===== src/rtl/stage_out_tx_pkg.sv =====
// Shared types for the stage output transmitter: the result word format
// and the frame FSM state encoding.
package stage_out_tx_pkg;

    // 24-bit significand (hidden bit implied) and 8-bit exponent
    typedef struct packed {
        logic        sign;
        logic [7:0]  exponent;
        logic [22:0] mantissa;
    } float_24_8;

    localparam int unsigned FLOAT_W = $bits(float_24_8);

    typedef enum logic {
        StIdle,
        StSend
    } tx_state_e;

    localparam int unsigned FRAMES_W = 8;

endpackage


===== src/rtl/stage_out_fifo.sv =====
// Word FIFO between the stage datapath and the framer. Full writes are
// dropped unless a pop frees a slot in the same cycle.
module stage_out_fifo
    import stage_out_tx_pkg::*;
#(
    parameter int unsigned DEPTH = 8,
    localparam int unsigned PTR_W = $clog2(DEPTH),
    localparam int unsigned LVL_W = $clog2(DEPTH) + 1
) (
    input  logic             clk,
    input  logic             reset,
    input  logic             push,
    input  float_24_8        wdata,
    input  logic             pop,
    output float_24_8        rdata,
    output logic [LVL_W-1:0] level,
    output logic             drop
);

    float_24_8        mem_q [DEPTH];
    logic [PTR_W-1:0] wptr_q;
    logic [PTR_W-1:0] rptr_q;
    logic [LVL_W-1:0] level_q;
    logic             do_push;
    logic             do_pop;
    logic             is_full;

    assign is_full = (level_q == LVL_W'(DEPTH));
    assign do_pop  = pop && (level_q != '0);
    assign do_push = push && (!is_full || do_pop);
    assign drop    = push && !do_push;

    // Power-of-two depth lets the pointers wrap naturally
    always_ff @(posedge clk or posedge reset) begin
        if (reset) begin
            wptr_q  <= '0;
            rptr_q  <= '0;
            level_q <= '0;
        end else begin
            if (do_push) begin
                wptr_q <= wptr_q + 1'b1;
            end
            if (do_pop) begin
                rptr_q <= rptr_q + 1'b1;
            end
            if (do_push && !do_pop) begin
                level_q <= level_q + 1'b1;
            end else if (do_pop && !do_push) begin
                level_q <= level_q - 1'b1;
            end
        end
    end

    always_ff @(posedge clk) begin
        if (do_push) begin
            mem_q[wptr_q] <= wdata;
        end
    end

    assign rdata = mem_q[rptr_q];
    assign level = level_q;

endmodule


===== src/rtl/stage_out_tx.sv =====
// Buffers stage results and releases them downstream as whole frames of
// frame_length+1 words, holding each word until it is accepted.
module stage_out_tx
    import stage_out_tx_pkg::*;
#(
    parameter int unsigned DEPTH   = 8,
    parameter int unsigned FRAME_W = 3
) (
    input  logic                    clk,
    input  logic                    reset,
    input  float_24_8               stage_data,
    input  logic                    stage_data_vld,
    input  logic [FRAME_W-1:0]      frame_length,
    output float_24_8               data_out,
    output logic                    data_out_vld,
    output logic                    data_out_fst,
    input  logic                    data_out_rdy,
    output logic [$clog2(DEPTH):0]  fifo_level,
    output logic                    overflow,
    output logic [FRAMES_W-1:0]     frames_sent
);

    tx_state_e             state_q;
    logic [FRAME_W-1:0]    len_q;
    logic [FRAME_W-1:0]    cnt_q;
    logic                  overflow_q;
    logic [FRAMES_W-1:0]   frames_q;
    logic                  pop;
    logic                  drop;
    logic                  frame_ready;
    logic                  last_word;

    stage_out_fifo #(
        .DEPTH (DEPTH)
    ) u_fifo (
        .clk   (clk),
        .reset (reset),
        .push  (stage_data_vld),
        .wdata (stage_data),
        .pop   (pop),
        .rdata (data_out),
        .level (fifo_level),
        .drop  (drop)
    );

    assign pop         = data_out_vld && data_out_rdy;
    assign frame_ready = 32'(fifo_level) >= (32'(frame_length) + 32'd1);
    assign last_word   = (cnt_q == len_q);

    always_ff @(posedge clk or posedge reset) begin
        if (reset) begin
            state_q    <= StIdle;
            len_q      <= '0;
            cnt_q      <= '0;
            overflow_q <= 1'b0;
            frames_q   <= '0;
        end else begin
            if (drop) begin
                overflow_q <= 1'b1;
            end
            unique case (state_q)
                StIdle: begin
                    // Only start once the whole frame is buffered so it never stalls on input
                    if (frame_ready) begin
                        state_q <= StSend;
                        len_q   <= frame_length;
                        cnt_q   <= '0;
                    end
                end
                StSend: begin
                    if (pop) begin
                        if (last_word) begin
                            state_q  <= StIdle;
                            cnt_q    <= '0;
                            frames_q <= frames_q + 1'b1;
                        end else begin
                            cnt_q <= cnt_q + 1'b1;
                        end
                    end
                end
            endcase
        end
    end

    assign data_out_vld = (state_q == StSend);
    assign data_out_fst = data_out_vld && (cnt_q == '0);
    assign overflow     = overflow_q;
    assign frames_sent  = frames_q;

endmodule


===== config.mk =====
export PLATFORM = sky130hd
export DESIGN_NAME = stage_out_tx
export DESIGN_NICKNAME = d
export VERILOG_FILES = /design/src/rtl/stage_out_tx_pkg.sv /design/src/rtl/stage_out_fifo.sv /design/src/rtl/stage_out_tx.sv
export SDC_FILE = /design/constraint.sdc
export NUM_CORES = 1
export LEC_CHECK = 0
export BUFFER_PORTS_ARGS = -buffer_cell sky130_fd_sc_hd__buf_4
export CORE_ASPECT_RATIO = 1.5
export CORE_MARGIN = 1.5
export CORE_UTILIZATION = 45
export CTS_CLUSTER_DIAMETER = 40
export DETAILED_ROUTE_END_ITERATION = 16
export HOLD_SLACK_MARGIN = 0.02
export PLACE_DENSITY = 0.65
export SYNTH_ARGS = -nofsm -noshare
export SYNTH_HDL_FRONTEND = slang
export SYNTH_SLANG_ARGS = --single-unit

===== constraint.sdc =====
create_clock -name clk -period 4.1 [get_ports clk]
set_clock_uncertainty 0.1 [all_clocks]
set_input_delay 0.41 -clock clk [delete_from_list [all_inputs] [get_ports clk]]
set_output_delay 0.41 -clock clk [all_outputs]
set_load 0.01 [all_outputs]

==> impl_results.md, run 1 <==
* Final Slew Violations at 0
* Top-Level Pins at 86
* Violations in the final reports: hold timing
* Power Dens Cells at between 700 and 800 mW/mm^2
* Static leakage at between 4 and 5 nW
* Portion of synthesized cell area occupied by the leading cell type at 68.8%
* Clock power frac at slightly above 30%
* First-pass GRT wire length at 33.4 mm
* Global-route layer with the greatest usage: met2
* Starting DRC count in detailed routing at between 200 and 300
* Number of buffers and inverters on the critical path at 2
* Final wirelength at between 20 and 25 mm
* Comb power frac at 29.2%
* Number of sinks driven by the clock tree at between 200 and 300
* Switching share of power at roughly 29%
* Area added between synthesis and finish at 23.6%
* Synthesis warning total at 0
* Unrepaired setup endpoints after global routing: no
* Met1 track demand over resource at 20.6%
* Max_cap viols at 0
* Largest stage delay, worst path at between 700 and 800 ps
* Share of synthesized area spent on multiplexers at about 17%
* Post-Syn Area per Cell at 21.8 sq um
* Internal Power at around 7.1 mW
* Cells along the critical path: buf_12 -> mux4_1 -> mux2_2 -> buf_4
* Worst-Skew Late Latency at between 500 and 600 ps
* Number of antenna violations at the first check in global routing at 0
* Total congestion overflow after global routing at 0
* Final period utilization at between 70 and 80%
* CTS Buffer Depth at 3
* Sequential cell fraction of total power at between 40 and 50%
* Final number of setup-violating endpoints at 0
* Post-route cell area at around 0.014 sq mm
* Maximum clock rate at between 300 and 400 MHz
* Initial cell density of the core at a little under half
* Worst setup SP type: flop
* Count of cell types in the netlist at 38
* Peak supply drop at 446 uV
* CP max-delay cell: dfrtp_4
* Maximum number of pins on one net before global-route repair at 45
* Total global routing track utilization at ~17%
* Top flip-flop cell by instance count after synthesis: edfxtp_1
* Chip Width at 132 um
* Worst Setup Path Type: flop to primary output
* Antenna diode count at 0
* Final antenna-violating net count at 0
* H-tree lvl count at 1
* Shortest clock period the worst path allows after layout at approximately 3200 ps
* Core area at 0.0243 sq mm
* CTS clock-pin slew for the worst setup and hold paths at ~60 ps
* First drt pass iteration count at 4
* Number of buffers added by the clock tree synthesis step at 31
* Worst path required time at about 3600 ps
* Met2 Use GR at between 30% and 40%
* Dominant combinational cell family by area after synthesis: multiplexers
* Critical path endpoint category: primary output
* M3 GR Usage at approximately 2.5%
* Top cell type by total area after synthesis: edfxtp_1
* Placer congestion estimate at ~0.75
* Number of standard cells after synthesis at between 500 and 600
* Arrival time of data at the critical path endpoint at roughly 2700 ps
* Most frequent standard cell in the layout excluding fill and tap cells: edfxtp_1
* Number of placement rows at 70
* Detailed placer's ending HPWL at 12.3 mm
* Synthesized-area fraction occupied by adder cells at under 10%
* Number of synthesized register bits at 282
* Number of nets produced by synthesis at around 570
* Complex-gate fraction of the synthesized area at between 1 and 1.5%
* Final hold vios at 9
* Worst Hold Slack at -10.4 ps
* Commonest non-fill, non-tap cells in the layout: edfxtp_1 (256), buf_4 (91), mux4_2 (44), mux2_2 (37), dlygate4sd3_1 (34)
* Cell at the root of the clock tree: clkbuf_16
* Maximum fanout along the worst path at 44
* Result of the run: finished, violations left
* Number of nets at the end of the flow at 710
* Setup TNS after final layout at 0 ps
* Synthesized-area fraction occupied by xor and xnor cells at about 1.3%
* Remaining max-slew budget at the tightest pin at between 20% and 30%
* Leading cell types by total area after synthesis: edfxtp_1 (69%), mux4_2 (8.9%), dfrtp_1 (5.8%)
* Via count of the first global-routing pass at ~6000
* Die area at roughly 0.026 sq mm
* Chip Height at between 150 and 200 um
* Net Switching at approximately 2.9 mW
* Least-Margin Pin Slew at 1100 ps
* Cell type group with the largest total delay on the critical path: multiplexers
* Post-synthesis simple-gate area fraction at between 1.5 and 2%
* Classification of the worst-slack hold path: input pin to async pin
* TritonCTS clock tree: done
* Total number of vias at 5389
* Number of buffers inserted by port buffering at 85
* Area post-placement at about 0.012 sq mm
* Avg Vias per Cell at around 5.4
* Post-synthesis instance area at about 0.011 sq mm
* Average wire per standard cell at roughly 21 um
* Final routed DRC violation total at 0
* Fraction of registers with async set or reset after synthesis at a little under a tenth
* Share of post-route cells with drive strength above 1 at between 30% and 40%
* Number of enable flip-flop cells after synthesis at 256
* Post-synthesis sequential area ratio at 74.6%
* Total of cells resized after clock tree synthesis at 0
through the flow:
step	power (mW)	instances	setup WS [ps]	utilization, %	hold WS [ps]
floorplan	5.93	513	240	-	350
global placement	6.98	914	1130	50.6	366
detailed placement	7.06	914	958	50.6	363
CTS	10.1	1006	794	56.7	22.2
global route	10.5	1006	639	56.7	33.7
finish	10.0	1006	867	56.7	-10.4
synthesized netlist by cell type, types with 5 or more instances:
cell	number
xnor2_1	13
o21ai_0	6
nand2_1	12
mux4_2	44
mux4_1	20
ha_1	13
dfrtp_1	26
nor2_1	11
inv_1	12
clkbuf_1	6
nand4_1	5
buf_2	5
mux2_2	37
edfxtp_1	256
worst paths after layout:
check                                                   from                      endpoint  slack [ps]  cells past startpoint
worst max-delay path            u_fifo.rptr_q[0]$_DFFE_PP0P_                  data_out[19]         870                      4
worst min-delay path                                   reset    frames_sent[6]$_DFFE_PP0P_         -10                      2
worst max register to register        data_out_vld$_DFF_PP0_   u_fifo.level[3]$_DFFE_PP0P_        1030                     10
worst min register to register    frames_sent[7]$_DFFE_PP0P_    frames_sent[7]$_DFFE_PP0P_         390                      1
max in group asynchronous                              reset  u_fifo.rptr_q[0]$_DFFE_PP0P_        3160                      2
min in group clk                             frame_length[1]          len_q[1]$_DFFE_PP0P_          40                      2
worst reg2reg max path: stages (launching register included):
cell and delay, ps:
dfrtp_1 410, nand2_1 260, a21oi_1 410, inv_1 80
ha_1 240, inv_1 160, ha_1 260, a21o_1 210
a2111oi_0 420, a31oi_1 90, a221o_1 320
state kept, by name (all words and copies together) (netlist names):
name	flops
u_fifo.mem_q	256
overflow	1
cnt_q	3
len_q	3
u_fifo.level	4
u_fifo.rptr_q	3
frames_sent	8
u_fifo.wptr_q	3
data_out_vld	1
repair_timing:
item	4_1_cts	5_1_grt
setup buffers	0	0
endpoints found under the setup margin	0	0
hold buffers	34	0
hold endpoints to repair	258	0
metal layers:
layer  vias to the layer above  routed length, um  share of wire [%]
li1                       2418                  -                  -
met1                      2839               8490                 40
met2                       104              11500                 55
met3                        28                716                3.4
met4                         0                382                1.8
met5                         -                  0                  0
kinds of logic after synthesis:
logic type      Yosys count
mux                     103
buf+inv                  33
compound gates           19
simple gates             45
flops                   282
fa+ha+maj                14
xor+xnor                 17
power by group through the flow:
stage / clock network, mW / logic (mW) / registers (mW)
after floorplan: 0 / 2.04 / 3.88
after global placement: 0 / 2.89 / 4.09
after detailed placement: 0 / 2.94 / 4.12
after CTS: 3.09 / 2.98 / 4.06
after global routing: 3.19 / 3.16 / 4.11
final: 3.04 / 2.92 / 4.05
cell type report:
class / instances / area [sq um]
Clock inverter: 22 / 327
Timing Repair Buffer: 132 / 1160
Clock buffer: 36 / 835
Sequential cell: 282 / 8340
Fill cell: 1881 / 10500
Inverter: 12 / 45.0
Tap cell: 324 / 405
Multi-Input combinational cell: 198 / 2690
No activity file was read; power rests on OpenSTA's default activity.
==> inputs of run 2 (changes only) <==
--- a/config.mk
+++ b/config.mk
@@ -12,7 +12,7 @@
 export CTS_CLUSTER_DIAMETER = 40
 export DETAILED_ROUTE_END_ITERATION = 16
 export HOLD_SLACK_MARGIN = 0.02
-export PLACE_DENSITY = 0.65
+export PLACE_DENSITY = 0.67
 export SYNTH_ARGS = -nofsm -noshare
 export SYNTH_HDL_FRONTEND = slang
 export SYNTH_SLANG_ARGS = --single-unit
==> constraint.sdc (replaced) <==
create_clock -name clk -period 2.8 [get_ports clk]
set_clock_uncertainty 0.1 [all_clocks]
set_input_delay 0.28 -clock clk [delete_from_list [all_inputs] [get_ports clk]]
set_output_delay 0.28 -clock clk [all_outputs]
set_load 0.01 [all_outputs]
==> impl_results.md, run 2 (synthesized netlist as in run 1, its figures left out) <==
* Clock power frac at 23.6% (was 30.4%)
* Net Switching at 4.11 mW (was 2.90 mW)
* Cells along the critical path: buf_12 -> mux4_1 -> mux2_2 -> buf_4 (unchanged)
* Area post-placement at 0.0125 sq mm (was 0.0123 sq mm)
* Minimum setup slack after placement at -68.3 ps (was 958 ps)
* Result of the run: finished clean (was finished, violations left)
* Detailed placer's ending HPWL at 13.0 mm (was 12.3 mm)
* Chip Width at 132 um (unchanged)
* Largest stage delay, worst path at 580 ps (was 740 ps)
* Area added between synthesis and finish at 22.5% (was 23.6%)
* Flip-flop count of the largest register after layout at 256 (unchanged)
* Remaining max-slew budget at the tightest pin at 66.8% (was 26.4%)
* Final hold vios at 0 (was 9)
* Number of buffers and inverters on the critical path at 2 (unchanged)
* Placer congestion estimate at 0.775 (was 0.752)
* Final Slew Violations at 0 (unchanged)
* Via count of the first global-routing pass at 5926 (was 5999)
* Switching share of power at 29.9% (was 28.9%)
* Antenna diode count at 0 (unchanged)
* Number of nets at the end of the flow at 728 (was 710)
* Peak supply drop at 655 uV (was 446 uV)
* Cell type group with the largest total delay on the critical path: multiplexers (unchanged)
* Worst Setup Path Type: flop to primary output (unchanged)
* Number of antenna violations at the first check in global routing at 0 (unchanged)
* Die area at 0.0258 sq mm (unchanged)
* Maximum fanout along the worst path at 20 (was 44)
* Static leakage at 4.76 nW (was 4.81 nW)
* Total global routing track utilization at 16.9% (was 16.8%)
* Number of buffers added by the clock tree synthesis step at 27 (was 31)
* Final wirelength at 21.5 mm (was 21.1 mm)
* Arrival time of data at the critical path endpoint at 2310 ps (was 2720 ps)
* Worst-Skew Late Latency at 530 ps (was 550 ps)
* TritonCTS clock tree: done (unchanged)
* Number of sinks driven by the clock tree at 282 (unchanged)
* Total congestion overflow after global routing at 0 (unchanged)
* Number of placement rows at 70 (unchanged)
* Comb power frac at 34.4% (was 29.2%)
* Final antenna-violating net count at 0 (unchanged)
* Classification of the worst-slack hold path: input pin to async pin (unchanged)
* Share of post-route cells with drive strength above 1 at 35.8% (was 36.2%)
* Max_cap viols at 0 (unchanged)
* Min setup slack post-route at 109 ps (was 867 ps)
* Most frequent standard cell in the layout excluding fill and tap cells: edfxtp_1 (unchanged)
* Commonest non-fill, non-tap cells in the layout: edfxtp_1 (256), buf_4 (106), mux4_2 (44), dlygate4sd3_1 (38), mux2_2 (37) (was edfxtp_1 (256), buf_4 (91), mux4_2 (44), mux2_2 (37), dlygate4sd3_1 (34))
* Final routed DRC violation total at 0 (unchanged)
* Total number of vias at 5500 (was 5389)
* Final number of setup-violating endpoints at 0 (unchanged)
* Shortest clock period the worst path allows after layout at 2690 ps
* Internal Power at 9.65 mW (was 7.11 mW)
* Maximum number of pins on one net before global-route repair at 37 (was 45)
* Register with the most flip-flops: u_fifo.mem_q (unchanged)
* Initial cell density of the core at 45.9% (unchanged)
* Sequential cell fraction of total power at 42.0% (was 40.5%)
* Average wire per standard cell at 21.1 um (was 21.0 um)
* Tot Pwr at 13.8 mW (was 10.0 mW)
* Avg Vias per Cell at 5.41 (was 5.36)
* CTS Buffer Depth at 3 (unchanged)
* Setup TNS after final layout at 0 ps (unchanged)
* Worst path required time at 2420 ps (was 3590 ps)
* Post-route cell area at 0.0137 sq mm (was 0.0138 sq mm)
* Power Dens Cells at 1010 mW/mm^2 (was 725 mW/mm^2)
* Unrepaired setup endpoints after global routing: no (unchanged)
* CTS clock-pin slew for the worst setup and hold paths at 60 ps (about the same)
* Top-Level Pins at 86 (unchanged)
* H-tree lvl count at 1 (unchanged)
* Critical path endpoint category: primary output (unchanged)
* First drt pass iteration count at 4 (unchanged)
* Number of buffers inserted by port buffering at 85 (unchanged)
* CP max-delay cell: mux4_1 (was dfrtp_4)
* Chip Height at 196 um (unchanged)
* Final period utilization at between 90% and 100%
* Starting DRC count in detailed routing at 334 (was 292)
* Least-Margin Pin Slew at 496 ps (was 1100 ps)
* Core area at 0.0243 sq mm (unchanged)
* Worst setup SP type: flop (unchanged)
* Maximum clock rate at roughly 370 MHz
* Cell at the root of the clock tree: clkbuf_16 (unchanged)
* First-pass GRT wire length at 33.2 mm (was 33.4 mm)
* Worst Hold Slack at 262 ps (was -10.4 ps)
-- run 2: tightest hold or removal path, stage by stage --
cell           delay [ps]
dlygate4sd3_1         540
buf_4                 130
inv_1                  40
buf_4                 310
-- run 2: through the flow --
step	cells	util, %
after CTS	1017	56.1
final	1017	56.2
after floorplan	513	-
after detailed placement	929	51.2
after global placement	929	51.2
after global routing	1017	56.2
-- run 2: what timing repair did --
action / 4_1_cts / 5_1_grt
gates resized for setup: 1 / 8
hold buffers: 38 / 0
buffers inserted: 3 / 0
pin swaps: 0 / 0
endpoints found under the hold margin: 287 / 0
endpoints found under the setup margin: 26 / 1
-- run 2: path summary, 6_finish.rpt --
check / startpoint / endpoint / slack [ps] / depth (start not counted)
worst max-delay path: u_fifo.rptr_q[0]$_DFFE_PP0P_ / data_out[2] / 110 / 4
worst min-delay path: reset / frames_sent[6]$_DFFE_PP0P_ / 260 / 4
worst max register to register: u_fifo.level[0]$_DFFE_PP0P_ / u_fifo.level[3]$_DFFE_PP0P_ / 130 / 10
worst min register to register: frames_sent[7]$_DFFE_PP0P_ / frames_sent[7]$_DFFE_PP0P_ / 380 / 1
max in group asynchronous: reset / u_fifo.level[2]$_DFFE_PP0P_ / 2040 / 4
min in group clk: frames_sent[7]$_DFFE_PP0P_ / frames_sent[7]$_DFFE_PP0P_ / 380 / 1
-- run 2: power groups by stage --
stage / Sequential, mW / Clock (mW) / Combinational, mW
after floorplan: 5.69 / 0 / 3.00
after global placement: 5.85 / 0 / 4.52
after detailed placement: 5.91 / 0 / 4.62
after CTS: 5.77 / 3.31 / 4.79
after global routing: 5.85 / 3.46 / 5.11
final: 5.78 / 3.25 / 4.74
-- run 2: layout make-up --
class | count | area, sq um
tap | 324 | 405
clock inverter | 15 | 85.1
fill | 1858 | 10700
timing repair buffer | 154 | 1380
inverter | 12 | 45.0
multi-input combinational | 198 | 2740
sequential | 282 | 8350
clock buffer | 32 | 694
-- run 2: routing by layer --
layer	vias to the layer above	global-route usage, %	wire (um)
met5	-	0	0
li1	2451	-	-
met3	26	2.17	844
met4	0	4.20	357
met1	2886	21.0	8700
met2	137	31.2	11600
==> inputs of run 3 (changes only) <==
--- a/config.mk
+++ b/config.mk
@@ -6,13 +6,15 @@
 export NUM_CORES = 1
 export LEC_CHECK = 0
 export BUFFER_PORTS_ARGS = -buffer_cell sky130_fd_sc_hd__buf_4
+export CELL_PAD_IN_SITES_DETAIL_PLACEMENT = 1
+export CELL_PAD_IN_SITES_GLOBAL_PLACEMENT = 2
 export CORE_ASPECT_RATIO = 1.5
 export CORE_MARGIN = 1.5
-export CORE_UTILIZATION = 45
+export CORE_UTILIZATION = 42
 export CTS_CLUSTER_DIAMETER = 40
 export DETAILED_ROUTE_END_ITERATION = 16
 export HOLD_SLACK_MARGIN = 0.02
-export PLACE_DENSITY = 0.67
+export PLACE_DENSITY = 0.77
 export SYNTH_ARGS = -nofsm -noshare
 export SYNTH_HDL_FRONTEND = slang
 export SYNTH_SLANG_ARGS = --single-unit
==> constraint.sdc (replaced) <==
create_clock -name clk -period 2.3 [get_ports clk]
set_clock_uncertainty 0.1 [all_clocks]
set_input_delay 0.23 -clock clk [delete_from_list [all_inputs] [get_ports clk]]
set_output_delay 0.23 -clock clk [all_outputs]
set_load 0.01 [all_outputs]
==> impl_results.md, run 3 (synthesized netlist as in run 1, its figures left out) <==
* Min setup slack post-route at -328 ps (was 109 ps)
* Register with the most flip-flops: u_fifo.mem_q (unchanged)
* Cell depth of the worst flop-to-flop path at 10 (unchanged)
* Slack of the worst reg-to-reg path at -130 ps (was 130 ps)
* Final hold vios at 0 (unchanged)
* Endpoint of the lowest-slack register-to-register path: u_fifo.level[3]$_DFFE_PP0P_ (unchanged)
* Chip Width at 136 um (was 132 um)
* Result of the run: finished, violations left (was finished clean)
* Chip Height at 203 um (was 196 um)
* Post-route cell area at 0.0143 sq mm (was 0.0137 sq mm)
* Fillers at 2324 (was 1858)
* Cell mode on critical path: buf_12
* Cells along the critical path: buf_12 -> buf_12 -> buf_12 -> mux4_2 -> mux2_4 -> buf_6 (was buf_12 -> mux4_1 -> mux2_2 -> buf_4)
* First drt pass iteration count at 4 (unchanged)
* Utilization of the core after routing at 54.4% (was 56.2%)
* H-tree lvl count at 1 (unchanged)
* Placed Cells at 943 (was 929)
* Final Slew Violations at 0 (unchanged)
* Max_cap viols at 0 (unchanged)
* Average wire per standard cell at 23.0 um (was 21.1 um)
* Final number of setup-violating endpoints at 33 (was 0)
* Least-Margin Pin Slew at 437 ps (was 496 ps)
* Critical path endpoint category: primary output (unchanged)
* Number of sinks driven by the clock tree at 282 (unchanged)
* Detailed placer's ending HPWL at 13.2 mm (was 13.0 mm)
* Worst Setup Path Type: flop to primary output (unchanged)
* Placer congestion estimate at 0.715 (was 0.775)
* Die area at 0.0276 sq mm (was 0.0258 sq mm)
* Final period utilization at 114%
* Number of antenna violations at the first check in global routing at 0 (unchanged)
* Avg Vias per Cell at 5.29 (was 5.41)
* Total number of vias at 5543 (was 5500)
* Classification of the worst-slack hold path: input pin to async pin (unchanged)
* Total global routing track utilization at 17.7% (was 16.9%)
* Starting DRC count in detailed routing at 289 (was 334)
* Path length in cells of the critical path at 6 (was 4)
* Number of placement rows at 73 (was 70)
* Commonest non-fill, non-tap cells in the layout: edfxtp_1 (256), buf_4 (84), mux4_2 (61), dlygate4sd3_1 (38), clkbuf_16 (31) (was edfxtp_1 (256), buf_4 (106), mux4_2 (44), dlygate4sd3_1 (38), mux2_2 (37))
* Static leakage at 5.01 nW (was 4.76 nW)
* Remaining max-slew budget at the tightest pin at 70.8% (was 66.8%)
* Core area at 0.0263 sq mm (was 0.0243 sq mm)
* CTS clock-pin slew for the worst setup and hold paths at 70 ps (was 60 ps)
* Largest stage delay, worst path at 500 ps (was 580 ps)
* Most frequent standard cell in the layout excluding fill and tap cells: edfxtp_1 (unchanged)
* Maximum fanout along the worst path at 5 (was 20)
* Worst-Skew Late Latency at 540 ps (was 530 ps)
* First-pass GRT wire length at 36.7 mm (was 33.2 mm)
* Number of nets at the end of the flow at 740 (was 728)
* Area post-placement at 0.0126 sq mm (was 0.0125 sq mm)
* Final wirelength at 24.1 mm (was 21.5 mm)
* Total congestion overflow after global routing at 0 (unchanged)
* Antenna diode count at 0 (unchanged)
* Number of buffers added by the clock tree synthesis step at 29 (was 27)
* Cell Count, Final, Fillers Out at 1047 (was 1017)
* Worst path required time at 1970 ps (was 2420 ps)
* Share of post-route cells with drive strength above 1 at 41.8% (was 35.8%)
* Arrival time of data at the critical path endpoint at 2300 ps (was 2310 ps)
* Initial cell density of the core at 42.5% (was 45.9%)
* Cell type group with the largest total delay on the critical path: multiplexers (unchanged)
* Peak supply drop at 859 uV (was 655 uV)
* Unrepaired setup endpoints after global routing: yes (was no)
* Power Dens Cells at 1330 mW/mm^2 (was 1010 mW/mm^2)
* Shortest clock period the worst path allows after layout at 2630 ps
* Final antenna-violating net count at 0 (unchanged)
* TritonCTS clock tree: done (unchanged)
* CTS Buffer Depth at 3 (unchanged)
* Number of buffers inserted by port buffering at 85 (unchanged)
* Via count of the first global-routing pass at 6306 (was 5926)
* Violations in the final reports: setup timing
* Number of buffers and inverters on the critical path at 4 (was 2)
* CP max-delay cell: dfrtp_4 (was mux4_1)
* Cell at the root of the clock tree: clkbuf_16 (unchanged)
* Launching point of the worst reg2reg path: u_fifo.level[0]$_DFFE_PP0P_ (unchanged)
* Flip-flop count of the largest register after layout at 256 (unchanged)
* Maximum clock rate at 381 MHz
* Area added between synthesis and finish at 28.0% (was 22.5%)
* Top-Level Pins at 86 (unchanged)
* Worst setup SP type: flop (unchanged)
* Maximum number of pins on one net before global-route repair at 43 (was 37)
* Final routed DRC violation total at 0 (unchanged)
-- run 3: cell count changes in the layout (fill, tap and decap cells not counted), sizes merged --
cell	delta
buf	+8
clkinvlp	+5
bufinv	+4
clkinv	-3
inv	+3
-- run 3: layout make-up --
| cell class | instances | area (sq um) | area share [%] |
|---|---|---|---|
| clock inverters | 24 | 302 | 2.11 |
| inverters | 12 | 47.5 | 0.332 |
| well taps | 337 | 422 | 2.95 |
| multi-input cells | 198 | 2790 | 19.5 |
| flip-flops and latches | 282 | 8350 | 58.4 |
| clock buffers | 30 | 729 | 5.10 |
| repair buffers | 164 | 1660 | 11.6 |
-- run 3: how the worst max path moves through the flow --
stage,startpoint,endpoint,slack [ps]
floorplan,u_fifo.level[0]$_DFFE_PP0P_,u_fifo.level[3]$_DFFE_PP0P_,-200
global placement,u_fifo.level[0]$_DFFE_PP0P_,u_fifo.level[3]$_DFFE_PP0P_,-100
detailed placement,u_fifo.level[0]$_DFFE_PP0P_,u_fifo.level[3]$_DFFE_PP0P_,-210
CTS,u_fifo.rptr_q[0]$_DFFE_PP0P_,data_out[29],-370
global route,u_fifo.rptr_q[0]$_DFFE_PP0P_,data_out[15],-380
finish,u_fifo.rptr_q[0]$_DFFE_PP0P_,data_out[15],-330
-- run 3: tightest hold or removal path: stages --
cell	delay [ps]
dlygate4sd3_1	540
buf_4	130
inv_1	40
buf_4	330
-- run 3: through the flow --
stage,hold WS [ps],power (mW),setup TNS [ps],setup slack (ps)
6_report,221,18.9,-8470,-328
3_5_place_dp,222,13.1,-213,-213
3_3_place_gp,222,12.9,-101,-101
4_1_cts,201,18.9,-9990,-366
5_1_grt,268,19.8,-10770,-384
2_1_floorplan,170,10.7,-19010,-199
-- run 3: where the power goes --
part	leakage (nW)	switching [mW]	internal [mW]
Combinational	1.88	3.21	3.90
Clock	0.487	2.07	2.85
Sequential	2.64	0.420	6.51
Total	5.01	5.69	13.3
-- run 3: per-layer routing --
layer	vias to the layer above	global-route usage [%]	wire length (um)
li1	2451	-	-
met1	2912	21.2	9070
met2	146	32.8	13600
met3	34	2.92	1010
met4	0	4.64	455
met5	-	0	0
-- run 3: what timing repair did --
action / CTS / global route
gates resized for setup: 55 / 14
hold buffers: 38 / 0
cloned: 2 / 2
setup endpoints to repair: 33 / 33
pin swaps: 1 / 1
endpoints found under the hold margin: 287 / 0
buffers inserted: 5 / 6
